## config.mk

```make
export PLATFORM = sky130hd
export DESIGN_NAME = operand_entry_flat
export DESIGN_NICKNAME = d
export VERILOG_FILES = /design/src/rtl/operand_entry_pkg.sv /design/src/rtl/operand_entry_if.sv /design/src/rtl/operand_entry_bcd_shift4.sv /design/src/rtl/operand_entry.sv /design/src/flat_wrapper.sv
export SDC_FILE = /design/constraint.sdc
export NUM_CORES = 1
export LEC_CHECK = 0
export CORE_ASPECT_RATIO = 0.7
export CORE_MARGIN = 10
export CORE_UTILIZATION = 45
export CTS_BUF_LIST = sky130_fd_sc_hd__clkbuf_2
export DETAILED_ROUTE_END_ITERATION = 8
export PLACE_DENSITY = 0.71
export SYNTH_ARGS = -nofsm -noshare
export SYNTH_HDL_FRONTEND = slang
export SYNTH_SLANG_ARGS = --single-unit
```

## constraint.sdc

```tcl
create_clock -name clk -period 2 [get_ports clk]
set_clock_uncertainty 0.2 [all_clocks]
set_input_delay 0.4 -clock clk [delete_from_list [all_inputs] [get_ports clk]]
set_output_delay 0.4 -clock clk [all_outputs]
set_load 0.02 [all_outputs]
```

## src/rtl/operand_entry_pkg.sv

```systemverilog
// Shared key codes, entry-state and operation encodings for the calculator front end.
// The calculator core imports these unchanged.
package operand_entry_pkg;

  localparam logic [4:0] K_ADD       = 5'd10;
  localparam logic [4:0] K_SUB       = 5'd11;
  localparam logic [4:0] K_XOR       = 5'd12;
  localparam logic [4:0] K_AND       = 5'd13;
  localparam logic [4:0] K_OR        = 5'd14;
  localparam logic [4:0] K_EQUALS    = 5'd15;
  localparam logic [4:0] K_CLEAR     = 5'd16;
  localparam logic [4:0] K_BACKSPACE = 5'd17;

  localparam logic [2:0] MAX_DIGITS = 3'd4;

  typedef enum logic [1:0] {
    S_WA  = 2'd0,
    S_WB  = 2'd1,
    S_OBL = 2'd2
  } st_t;

  typedef enum logic [2:0] {
    SL_ADD  = 3'd0,
    SL_SUB  = 3'd1,
    SL_XOR  = 3'd2,
    SL_AND  = 3'd3,
    SL_OR   = 3'd4,
    SL_NONE = 3'd7
  } stl_t;

  typedef enum logic [2:0] {
    SH_HOLD     = 3'd0,
    SH_LOAD     = 3'd1,
    SH_SHR      = 3'd2,
    SH_CLR      = 3'd3,
    SH_CLR_LOAD = 3'd4
  } shift_op_t;

  typedef enum logic [2:0] {
    KC_DIGIT     = 3'd0,
    KC_OP        = 3'd1,
    KC_EQUALS    = 3'd2,
    KC_CLEAR     = 3'd3,
    KC_BACKSPACE = 3'd4,
    KC_UNDEF     = 3'd5
  } key_class_t;

  function automatic key_class_t classify(input logic [4:0] code);
    if (code <= 5'd9)                      return KC_DIGIT;
    else if (code >= K_ADD && code <= K_OR) return KC_OP;
    else if (code == K_EQUALS)              return KC_EQUALS;
    else if (code == K_CLEAR)               return KC_CLEAR;
    else if (code == K_BACKSPACE)           return KC_BACKSPACE;
    else                                    return KC_UNDEF;
  endfunction

  function automatic stl_t op_of(input logic [4:0] code);
    case (code)
      K_ADD:   return SL_ADD;
      K_SUB:   return SL_SUB;
      K_XOR:   return SL_XOR;
      K_AND:   return SL_AND;
      K_OR:    return SL_OR;
      default: return SL_NONE;
    endcase
  endfunction

endpackage

```

## src/rtl/operand_entry_if.sv

```systemverilog
// Key-input handshake plus the registered operand/state display bus.
interface operand_entry_if;
  import operand_entry_pkg::*;

  logic       key_valid;
  logic [4:0] key_code;
  logic       key_ready;
  logic [3:0] A1, A2, A3, A4;
  logic [3:0] B1, B2, B3, B4;
  st_t        ST;
  stl_t       ST_L;
  logic       err;

  modport master (
    output key_valid, key_code,
    input  key_ready, A1, A2, A3, A4, B1, B2, B3, B4, ST, ST_L, err
  );

  modport slave (
    input  key_valid, key_code,
    output key_ready, A1, A2, A3, A4, B1, B2, B3, B4, ST, ST_L, err
  );

endinterface

```

## src/rtl/operand_entry_bcd_shift4.sv

```systemverilog
// bcd_shift4: 4-digit BCD register with digit count; load-left inserts at the ones digit,
// shift-right drops the ones digit, clear zeroes everything.
module bcd_shift4
  import operand_entry_pkg::*;
(
  input  logic        clk,
  input  logic        rst_n,
  input  shift_op_t   i_op,
  input  logic [3:0]  i_digit,
  output logic [15:0] o_digits,
  output logic [2:0]  o_count
);

  logic [15:0] r_digits, w_digits_next;
  logic [2:0]  r_count, w_count_next;

  // Range checks on the count are the caller's job; this block just applies the op.
  always_comb begin
    w_digits_next = r_digits;
    w_count_next  = r_count;
    case (i_op)
      SH_LOAD: begin
        w_digits_next = {r_digits[11:0], i_digit};
        w_count_next  = r_count + 3'd1;
      end
      SH_SHR: begin
        w_digits_next = {4'd0, r_digits[15:4]};
        w_count_next  = r_count - 3'd1;
      end
      SH_CLR: begin
        w_digits_next = 16'd0;
        w_count_next  = 3'd0;
      end
      SH_CLR_LOAD: begin
        w_digits_next = {12'd0, i_digit};
        w_count_next  = 3'd1;
      end
      default: ;
    endcase
  end

  always_ff @(posedge clk or negedge rst_n) begin
    if (!rst_n) begin
      r_digits <= 16'd0;
      r_count  <= 3'd0;
    end else begin
      r_digits <= w_digits_next;
      r_count  <= w_count_next;
    end
  end

  assign o_digits = r_digits;
  assign o_count  = r_count;

endmodule

```

## src/rtl/operand_entry.sv

```systemverilog
// Calculator operand entry: collects two 4-digit BCD operands and an operator from key events.
// Define OPERAND_ENTRY_BACKSPACE_EN to enable the backspace key (code 17).
module operand_entry
  import operand_entry_pkg::*;
(
  input  logic           clk,
  input  logic           rst_n,
  operand_entry_if.slave bus
);

  st_t        r_st, w_st_next;
  stl_t       r_stl, w_stl_next;
  logic       r_err, w_err_next;
  logic       r_ready;
  logic       w_accept;
  key_class_t w_class;
  shift_op_t  w_a_op, w_b_op;
  logic [15:0] w_a_digits, w_b_digits;
  logic [2:0]  w_a_count, w_b_count;

  assign w_accept = bus.key_valid & r_ready;
  assign w_class  = classify(bus.key_code);

  always_ff @(posedge clk or negedge rst_n) begin
    if (!rst_n) begin
      r_st    <= S_WA;
      r_stl   <= SL_NONE;
      r_err   <= 1'b0;
      r_ready <= 1'b1;
    end else begin
      r_st    <= w_st_next;
      r_stl   <= w_stl_next;
      r_err   <= w_err_next;
      // One dead cycle after every accepted key.
      r_ready <= ~w_accept;
    end
  end

  always_comb begin
    w_st_next  = r_st;
    w_stl_next = r_stl;
    w_err_next = 1'b0;
    w_a_op     = SH_HOLD;
    w_b_op     = SH_HOLD;
    if (w_accept) begin
      case (w_class)
        KC_DIGIT: begin
          case (r_st)
            S_WA: begin
              if (w_a_count < MAX_DIGITS) w_a_op = SH_LOAD;
              else                        w_err_next = 1'b1;
            end
            S_WB: begin
              if (w_b_count < MAX_DIGITS) w_b_op = SH_LOAD;
              else                        w_err_next = 1'b1;
            end
            default: begin
              // A digit after a result starts a fresh calculation.
              w_a_op     = SH_CLR_LOAD;
              w_b_op     = SH_CLR;
              w_stl_next = SL_NONE;
              w_st_next  = S_WA;
            end
          endcase
        end
        KC_OP: begin
          case (r_st)
            S_WA: begin
              w_stl_next = op_of(bus.key_code);
              w_st_next  = S_WB;
              w_b_op     = SH_CLR;
            end
            S_WB: begin
              if (w_b_count == 3'd0) w_stl_next = op_of(bus.key_code);
              else                   w_err_next = 1'b1;
            end
            default: w_err_next = 1'b1;
          endcase
        end
        KC_EQUALS: begin
          if (r_st == S_WB) w_st_next  = S_OBL;
          else              w_err_next = 1'b1;
        end
        KC_CLEAR: begin
          w_a_op     = SH_CLR;
          w_b_op     = SH_CLR;
          w_st_next  = S_WA;
          w_stl_next = SL_NONE;
        end
`ifdef OPERAND_ENTRY_BACKSPACE_EN
        KC_BACKSPACE: begin
          if (r_st == S_WA && w_a_count != 3'd0)      w_a_op = SH_SHR;
          else if (r_st == S_WB && w_b_count != 3'd0) w_b_op = SH_SHR;
          else                                        w_err_next = 1'b1;
        end
`endif
        default: w_err_next = 1'b1;
      endcase
    end
  end

  bcd_shift4 u_a (
    .clk      (clk),
    .rst_n    (rst_n),
    .i_op     (w_a_op),
    .i_digit  (bus.key_code[3:0]),
    .o_digits (w_a_digits),
    .o_count  (w_a_count)
  );

  bcd_shift4 u_b (
    .clk      (clk),
    .rst_n    (rst_n),
    .i_op     (w_b_op),
    .i_digit  (bus.key_code[3:0]),
    .o_digits (w_b_digits),
    .o_count  (w_b_count)
  );

  assign bus.key_ready = r_ready;
  assign bus.err       = r_err;
  assign bus.ST        = r_st;
  assign bus.ST_L      = r_stl;
  assign bus.A1        = w_a_digits[15:12];
  assign bus.A2        = w_a_digits[11:8];
  assign bus.A3        = w_a_digits[7:4];
  assign bus.A4        = w_a_digits[3:0];
  assign bus.B1        = w_b_digits[15:12];
  assign bus.B2        = w_b_digits[11:8];
  assign bus.B3        = w_b_digits[7:4];
  assign bus.B4        = w_b_digits[3:0];

endmodule

```

## src/flat_wrapper.sv

```systemverilog
// flat-port wrapper written by rule: the top's interface ports become plain ports
module operand_entry_flat import operand_entry_pkg::*;
  (clk, rst_n, bus_key_valid, bus_key_code, bus_key_ready, bus_A1, bus_A2, bus_A3, bus_A4, bus_B1, bus_B2, bus_B3, bus_B4, bus_ST, bus_ST_L, bus_err);
  operand_entry_if bus_i ();
  input  logic clk;
  input  logic rst_n;
  input wire logic [$bits(bus_i.key_valid)-1:0] bus_key_valid;
  input wire logic [$bits(bus_i.key_code)-1:0] bus_key_code;
  output wire logic [$bits(bus_i.key_ready)-1:0] bus_key_ready;
  output wire logic [$bits(bus_i.A1)-1:0] bus_A1;
  output wire logic [$bits(bus_i.A2)-1:0] bus_A2;
  output wire logic [$bits(bus_i.A3)-1:0] bus_A3;
  output wire logic [$bits(bus_i.A4)-1:0] bus_A4;
  output wire logic [$bits(bus_i.B1)-1:0] bus_B1;
  output wire logic [$bits(bus_i.B2)-1:0] bus_B2;
  output wire logic [$bits(bus_i.B3)-1:0] bus_B3;
  output wire logic [$bits(bus_i.B4)-1:0] bus_B4;
  output wire logic [$bits(bus_i.ST)-1:0] bus_ST;
  output wire logic [$bits(bus_i.ST_L)-1:0] bus_ST_L;
  output wire logic [$bits(bus_i.err)-1:0] bus_err;
  assign bus_i.key_valid = bus_key_valid;
  assign bus_i.key_code = bus_key_code;
  assign bus_key_ready = bus_i.key_ready;
  assign bus_A1 = bus_i.A1;
  assign bus_A2 = bus_i.A2;
  assign bus_A3 = bus_i.A3;
  assign bus_A4 = bus_i.A4;
  assign bus_B1 = bus_i.B1;
  assign bus_B2 = bus_i.B2;
  assign bus_B3 = bus_i.B3;
  assign bus_B4 = bus_i.B4;
  assign bus_ST = bus_i.ST;
  assign bus_ST_L = bus_i.ST_L;
  assign bus_err = bus_i.err;
  operand_entry u_core (.clk(clk), .rst_n(rst_n), .bus(bus_i));
endmodule
```

==> flow_summary.toml, run 1 <==
[placed_design]
gp_congestion = 0.9102
portBuffers = 46
hpwlAfterDp_um = 4894
pre_cts_slack_ns = -0.7006

[yosys]
yosys.area_share.adder_pct = 1.594
postSynthAreaPerCell_um2 = 11.21
muxShareOfSynthArea_pct = 3.488
synth_edf_count = 0
synth_top_family_by_area = "compound AO/OA/AOI/OAI gates"
synthesis.area_um2 = 2511
seq_area_frac_synth_pct = 45.04
synth_compound_area_share_pct = 26.86
synthArstFlopShare_pct = 100.0
synth-xor-area-share_pct = 0.3488
yosysWarnings = 0
ys_types = 57
ys_seq_elements = 45
synthFlopType = "dfrtp_1"
yosys.area_share.simple_pct = 13.10
syn_inst = 224

[run_status]
violations = "negative setup slack"
status = "finished, violations left"

[global_route]
use_met2_pct = 20.85
busiest_layer = "met1"
grtUsageMet3_pct = 4.872
grt_pass1_wl_um = 10790
grt_max_degree = 23
grt.total_usage_pct = 14.96
gr-total-overflow = 0
antenna_found_initial = 0
grt_util_met1_pct = 21.81
grt_pass1_vias = 2058

[pwr]
powerDensity_nw_per_um2 = 1115
vdd_ir_drop_max_mv = 0.6176
p_leak_nw = 1.586

[critical_path]
worstPathMaxFanout = 10
cp.required_ns = 2.10
end_kind = "register"
worst_r2r_endpoint = "u_core.bus.ST_L[1]"
r2r-start = "u_core.u_b.o_count[2]"
rrSetupSlack_ns = 0.02
r2r_cells = 5
startpoint_type = "input pin"
critPathKind = "input pin to register"
critPathArrivalTime_ns = 2.12

[routing]
num_vias = 2122
wl_um = 6658
drc = 0
ant_nets = 0
initialDrtViolationCount = 154
firstDrtPassIters = 5
wl_per_cell_um = 17.29
viasPerCell = 5.512

[timing]
rsz0062_at_grt = "yes"
fmax_mhz = 497.2
hold_violations = 0
fin_crit_ns = 2.011
maxSlewViolCount = 0
postLayoutSetupSlackWorst_ns = -0.01112
setup_viol = 8
final.period_utilization_pct = 100.6
holdWs_ns = 0.2343

[die]
row_count = 22
die-area_um2 = 9016
fp.dieW_um = 109.3
initial_core_util_pct = 47.27
io-pin-count = 47
coreArea_um2 = 5313
die_h_um = 82.50

[clocking]
clkTransAtPathRegs_ns = 0.23
insertion_delay_ns = 0.43
h-tree-depth = 2
root_buffer = "clkbuf_2"
cts_buffer_depth = 2
cts_made_buffers = 5
cts_tree = "yes"
clkSinkCount = 45

[finish]
syn2layout_area_growth_pct = 36.62
nets = 322
drive_above_1_share_pct = 33.55
layout_common_cells = "44 x buf_4, 40 x dlygate4sd2_1, 40 x dfrtp_1"
layout_commonest_cell = "buf_4"
diodes = 0

[worst_hold_path]
worstHoldPathType = "input pin to asynchronous set/reset pin"

[run]
drv_cap = 0
## state kept, by name, summed over array words and instances (netlist names)
signal	count
u_core.bus.ST	2
u_core.u_a.o_count	3
u_core.bus.ST_L	3
u_core.bus.err	1
u_core.bus.key_ready	1
u_core.u_b.o_count	3
u_core.u_b.o_digits	16
u_core.u_a.o_digits	16
## critical path: stages
cell and delay (ns):
dlygate4sd2_1 0.31, buf_4 0.16, o31a_2 0.36, o32ai_4 0.29
o31a_1 0.22, buf_4 0.14, buf_12 0.13, o32ai_2 0.09
## per-layer routing
metal / wire [µm] / part of all wire [%] / vias to the layer above
met5: 0 / 0 / -
met4: 44 / 0.66 / 0
met3: 519 / 7.8 / 4
met2: 2883 / 43 / 78
met1: 3210 / 48 / 1042
li1: - / - / 998
## worst max path at each step
stage                     cells after the start                     end                   from  slack [ns]
final                                         8  u_core.u_b.o_digits[5]        bus_key_code[0]       -0.01
after global routing                          5      u_core.bus.ST_L[1]  u_core.u_b.o_count[2]       -0.03
after CTS                                     5      u_core.bus.ST_L[1]  u_core.u_b.o_count[2]       0.008
after detailed placement                      7  u_core.u_b.o_digits[5]        bus_key_code[2]       -0.70
after global placement                        7   u_core.u_b.o_count[1]        bus_key_code[2]       -0.67
after floorplan                               7  u_core.u_b.o_digits[1]       u_core.bus.ST[0]       -0.08
## final cells by class
cell class	count	area (µm²)
clock buffer	5	25.02
clock inverter	3	41.29
fill	441	1882
inverter	22	82.58
multi-input combinational	141	1200
sequential	45	1132
tap	72	90.09
timing repair buffer	97	859.6
## kinds of logic (layout without fill, tap and decap cells)
logic type	after synthesis	in the layout
DFF	45	45
xor gates and xnor gates	1	1
AOI/OAI and AO/OA	68	68
other	1	2
muxes	8	8
and+or+nand+nor	60	60
buffers and inverters	39	127
adders and majority gates	2	2
## per-stage QoR
stage                     setup TNS, ns  total power, mW  cell area [µm²]  cells  util, %
final                          -0.04538            3.824             3431    385    64.58
after global routing           -0.06851            4.075             3431    385    64.58
after CTS                             0            3.818             3354    379    63.14
after detailed placement         -25.01            3.499             3301    370    62.13
after global placement           -24.67            3.461             3301    370    62.13
after floorplan                 -0.9830            2.596             2532    225        -
## timing repair
action,4_1_cts,5_1_grt
buffers inserted,0,4
hold buffers,1,0
gates cloned,0,2
pin swaps,0,2
endpoints found under the setup margin,77,21
endpoints found under the hold margin,16,0
resized for setup,48,7
## power by group
part	leakage, nW	total (mW)	switching [mW]	internal, mW
Combinational	0.989	1.80	0.989	0.813
Clock	0.0366	0.517	0.310	0.207
Sequential	0.561	1.51	0.262	1.24
Total	1.59	3.82	1.56	2.26
## cell usage after synthesis (2+ instances only)
library cell / number / area (µm²)
dfrtp_1: 41 / 1026
or3_1: 2 / 12.51
a22o_1: 14 / 122.6
mux2i_1: 2 / 20.02
or2_1: 2 / 12.51
dfstp_2: 4 / 105.1
nand2_1: 19 / 71.32
fa_1: 2 / 40.04
nor2b_1: 2 / 12.51
buf_2: 3 / 15.01
o21ai_0: 4 / 20.02
o21a_1: 2 / 15.01
o31a_1: 2 / 17.52
a2bb2oi_1: 4 / 35.03
inv_1: 21 / 78.83
o21ai_2: 2 / 17.52
nor2_2: 2 / 12.51
nor3_1: 5 / 25.02
o2111ai_1: 3 / 26.28
a31oi_1: 4 / 25.02
a32o_1: 2 / 20.02
nor2_1: 2 / 7.510
nand3_1: 11 / 55.05
mux2_2: 6 / 67.56
a21oi_1: 2 / 10.01
or2_2: 3 / 18.77
nand2b_1: 3 / 18.77
o32ai_1: 4 / 35.03
o211ai_1: 6 / 45.04
buf_6: 5 / 56.30
a211oi_1: 2 / 15.01
o32ai_2: 10 / 162.7
buf_4: 4 / 30.03
Note: power is estimated with default switching activity, not from simulation.
==> run 2, diff against run 1 <==
Settings changed: CORE_MARGIN 10 to not set, CORE_UTILIZATION 45 to 41, PLACE_DENSITY 0.71 to 0.63.
Clock period 2 ns to 2.21 ns, I/O delays scaled along.
==> run 2 against run 1 <==
  * The run now ends clean
  * Sequential power down 9%
  * Utilization shrank 6.7 points
  * Clock-buffer cell count unchanged
  * Clock power shrank 33%
  * Largest cell class unchanged
  * Highest routed layer unchanged
==> flow_summary.toml, run 2 (same netlist as run 1, synthesis figures left out) <==
[critical_path]
path_cells = "clkdlybuf4s50_1"
critPathArrivalTime_ns = 1.49
startpoint_type = "register"
crit_family = "buffers and inverters"
crit_buf_inv = 1
slowest_delay_ns = 0.62
end_kind = "primary output"
critPathKind = "register to primary output"
worst-path-stages = 1
r2r_cells = 6
slowest_stage = "clkdlybuf4s50_1"
worstPathMaxFanout = 4
cp.required_ns = 1.57

[global_route]
grt.total_usage_pct = 20.72
grt_pass1_vias = 1958
grt_pass1_wl_um = 10120
antenna_found_initial = 0
gr-total-overflow = 0
grt_max_degree = 46

[die]
io-pin-count = 47
die-area_um2 = 6447
row_count = 23
initial_core_util_pct = 43.20
coreArea_um2 = 5813
fp.dieW_um = 95.54
die_h_um = 67.48

[placed_design]
placed_area_um2 = 3263
portBuffers = 46
hpwlAfterDp_um = 4351
gp_congestion = 0.8832

[finish]
drive_above_1_share_pct = 30.84
finalInstanceArea_um2 = 3364
diodes = 0
nets = 317
syn2layout_area_growth_pct = 33.98
layout_common_cells = "42 x buf_4, 40 x dfrtp_1, 35 x clkdlybuf4s50_1"
layout_commonest_cell = "buf_4"

[clocking]
clkSinkCount = 45
root_buffer = "clkbuf_2"
cts_tree = "yes"
clkTransAtPathRegs_ns = 0.22
h-tree-depth = 2
cts_buffer_depth = 2
cts_made_buffers = 5
insertion_delay_ns = 0.41

[pwr]
vdd_ir_drop_max_mv = 0.5402
p_leak_nw = 1.485
powerDensity_nw_per_um2 = 1028

[timing]
final.period_utilization_pct = 96.35
rsz0062_at_grt = "no"
setup_tns_ns = 0
fmax_mhz = 469.6
tightest_slew_ns = 0.5229
fin_crit_ns = 2.129
hold_violations = 0
setup_viol = 0
maxSlewHeadroom_pct = 64.98
maxSlewViolCount = 0

[routing]
wl_um = 6144
firstDrtPassIters = 4
viasPerCell = 5.379
initialDrtViolationCount = 144
ant_nets = 0
drc = 0
num_vias = 2060
wl_per_cell_um = 16.04

[worst_hold_path]
worstHoldPathType = "input pin to register"
hold_depth = 2

[run_status]
status = "completed"

[run]
drv_cap = 0
==> run 2: metal layers <==
metal  wire, µm  track usage (%)  share of wire (%)  up-vias
li1           -                -                  -      986
met1       3169            33.99                 52     1009
met2       2615            26.79                 43       61
met3        319            4.279                5.2        4
met4         40            4.851               0.65        0
met5          0                0                  0        -
==> run 2: final timing paths <==
path | from | endpoint | slack, ns
max in group asynchronous | rst_n | u_core.bus.key_ready | 1.24
max reg2reg | u_core.bus.ST[0] | u_core.u_b.o_digits[14] | 0.13
max | u_core.u_b.o_digits[10] | bus_B2[2] | 0.08
min reg2reg | u_core.bus.ST_L[0] | u_core.bus.ST_L[0] | 0.29
min | bus_key_code[1] | u_core.u_a.o_digits[1] | 0.22
min in group asynchronous | rst_n | u_core.bus.ST[1] | 0.30
==> run 2: final cells by class <==
type | instances | area (µm²)
well taps | 75 | 93.84
fillers | 532 | 2449
clock inverters | 3 | 17.52
clock buffers | 5 | 25.02
repair buffers | 92 | 847.1
inverters | 22 | 82.58
multi-input cells | 141 | 1166
flip-flops and latches | 45 | 1132
==> run 2: what timing repair did <==
item | in CTS | in global routing
endpoints found under the hold margin | 41 | 0
setup buffers | 0 | 3
pin swaps | 0 | 2
hold buffers | 1 | 0
resized for setup | 7 | 7
endpoints found under the setup margin | 19 | 19
==> run 2: stage by stage <==
step | util (%) | instances | setup WS [ns] | hold WS [ns] | power, mW
after global placement | 56.13 | 371 | -0.4832 | 0.2406 | 3.067
after global routing | 57.88 | 383 | 0.007924 | 0.2316 | 3.696
after floorplan | - | 225 | 0.08327 | -0.05359 | 2.339
after detailed placement | 56.13 | 371 | -0.5264 | 0.2424 | 3.098
final | 57.88 | 383 | 0.08075 | 0.2203 | 3.460
after CTS | 57.04 | 380 | 0.01680 | 0.2860 | 3.454
==> run 2: worst reg2reg max path, stage by stage (launching register included) <==
cell,delay (ns)
dfrtp_2,0.45
buf_4,0.16
or2_1,0.25
or4_4,0.47
buf_4,0.19
a2bb2oi_1,0.14
a31oi_1,0.16
==> run 2: power breakdown <==
group	switching [mW]	internal (mW)	leakage (nW)
Sequential	0.255	1.13	0.561
Combinational	0.851	0.880	0.896
Clock	0.273	0.0738	0.0287
Total	1.38	2.08	1.49
==> run 3, diff against run 2 <==
Settings changed: CORE_MARGIN set to 8.
==> run 3 against run 2 <==
  * Worst hold slack gained 0.071 ns
  * Clock-buffer cell count up 2
  * Sequential share of layout area down 0.062 points
  * Highest routed layer unchanged
==> flow_summary.toml, run 3 (same netlist as run 1, synthesis figures left out) <==
[clocking]
cts_made_buffers = 5
clkSinkCount = 45
cts_tree = "yes"
root_buffer = "clkbuf_2"
insertion_delay_ns = 0.40
clkTransAtPathRegs_ns = 0.21
h-tree-depth = 2
cts_buffer_depth = 2

[finish]
post-route-util_pct = 55.57
diodes = 0
layout_commonest_cell = "dfrtp_1"
drive_above_1_share_pct = 29.74
syn2layout_area_growth_pct = 34.23
nets = 315
fillCellCount = 530
finalInstanceArea_um2 = 3371
seq_area_um2 = 1132
layout_common_cells = "40 x dfrtp_1, 37 x buf_4, 34 x clkdlybuf4s50_1"
multi_input_area_um2 = 1160
instances_no_fill = 384

[global_route]
grt_pass1_vias = 2131
gr-total-overflow = 0
grt_max_degree = 32
grt_pass1_wl_um = 10940
grt.total_usage_pct = 15.66
antenna_found_initial = 0

[critical_path]
crit_buf_inv = 2
end_kind = "register"
slowest_delay_ns = 0.53
path_cells = "clkdlybuf4s50_1 > or2b_1 > or4_4 > o21ai_4 > buf_12 > o32ai_1"
startpoint_type = "input pin"
cp.required_ns = 2.31
critPathKind = "input pin to register"
worstPathMaxFanout = 12
slowest_stage = "clkdlybuf4s50_1"
critPathArrivalTime_ns = 2.24
crit_family = "simple AND/OR/NAND/NOR gates"

[timing]
fin_crit_ns = 2.149
maxSlewViolCount = 0
tightest_slew_ns = 0.5562
holdWs_ns = 0.2916
fmax_mhz = 465.4
setup_viol = 0
final.period_utilization_pct = 97.23
maxSlewHeadroom_pct = 62.92
hold_violations = 0
rsz0062_at_grt = "no"

[routing]
drc = 0
firstDrtPassIters = 6
wl_um = 6549
viasPerCell = 5.362
initialDrtViolationCount = 77
wl_per_cell_um = 17.05
ant_nets = 0
num_vias = 2059

[worst_hold_path]
worstHoldPathType = "register to register"

[pwr]
vdd_ir_drop_max_mv = 0.5184
power.internal_mw = 2.071
switching_power_mw = 1.385
p_seq_share_pct = 40.5
clockPowerShare_pct = 10.0
pwr-share-comb_pct = 49.5
p_leak_nw = 1.485
switching_share_pct = 40.07
powerDensity_nw_per_um2 = 1025
power_mw = 3.456

[placed_design]
hpwlAfterDp_um = 4867
placed_cells = 375
gp_congestion = 0.8573
placed_area_um2 = 3299
portBuffers = 46

[run]
drv_cap = 0

[run_status]
status = "completed"

[die]
row_count = 24
initial_core_util_pct = 41.40
coreArea_um2 = 6066
fp.dieW_um = 109.5
die_h_um = 81.48
io-pin-count = 47
die-area_um2 = 8925
run 3: cell count changes in the layout (fill, tap and decap cells not counted), sizes merged:
cell | before | now
buf | 46 | 44
clkbuf | 5 | 7
clkdlybuf4s50 | 35 | 34
clkinv | 2 | 1
clkinvlp | 1 | 0
dlygate4sd2 | 5 | 6
run 3: final timing paths:
check / start / endpoint / slack (ns) / cells after the start
max in group asynchronous: rst_n / u_core.bus.key_ready / 0.90 / 3
hold / removal: u_core.bus.ST_L[0] / u_core.bus.ST_L[0] / 0.29 / 2
setup reg to reg: u_core.bus.key_ready / u_core.u_b.o_digits[0] / 0.19 / 6
setup / recovery: bus_key_code[3] / u_core.u_b.o_digits[0] / 0.06 / 6
min in group asynchronous: rst_n / u_core.u_a.o_digits[6] / 0.31 / 2
hold reg to reg: u_core.bus.ST_L[0] / u_core.bus.ST_L[0] / 0.29 / 2
run 3: through the flow:
stage	setup WS, ns	setup TNS [ns]
after floorplan	0.08327	0
after global placement	-0.5078	-15.34
after detailed placement	-0.5664	-16.71
after CTS	0.01573	0
after global routing	0.005053	0
final	0.06131	0
run 3: area by class of cell:
cell class / count / area share (%)
Sequential cell: 45 / 33.59
Inverter: 22 / 2.450
Clock buffer: 7 / 1.039
Clock inverter: 1 / 0.1114
Tap cell: 78 / 2.895
Multi-Input combinational cell: 141 / 34.41
Timing Repair Buffer: 90 / 25.50
run 3: tightest hold or removal path, delay by kind of cell, from the launching register on:
family	cells	cell delay, ns
flops	1	0.42
mux	1	0.06
buf+inv	1	0.04
run 3: what timing repair did:
item / in CTS / in global routing
hold buffers: 1 / 0
setup endpoints to repair: 21 / 19
resized for setup: 8 / 7
buffers inserted: 0 / 0
hold endpoints to repair: 19 / 0
run 3: routing by layer:
metal | vias up | wire, µm | track usage, %
met4 | 0 | 67 | 4.430
met5 | - | 0 | 0
met2 | 45 | 2825 | 23.83
met3 | 8 | 304 | 3.056
met1 | 1019 | 3351 | 22.24
li1 | 987 | - | -
run 3: power by group through the flow:
stage               registers, mW  clock network [mW]  logic (mW)
floorplan                    1.66                   0       0.679
global placement             1.41                   0        1.69
detailed placement           1.41                   0        1.73
CTS                          1.40               0.357        1.74
global route                 1.45               0.382        1.85
finish                       1.40               0.345        1.71
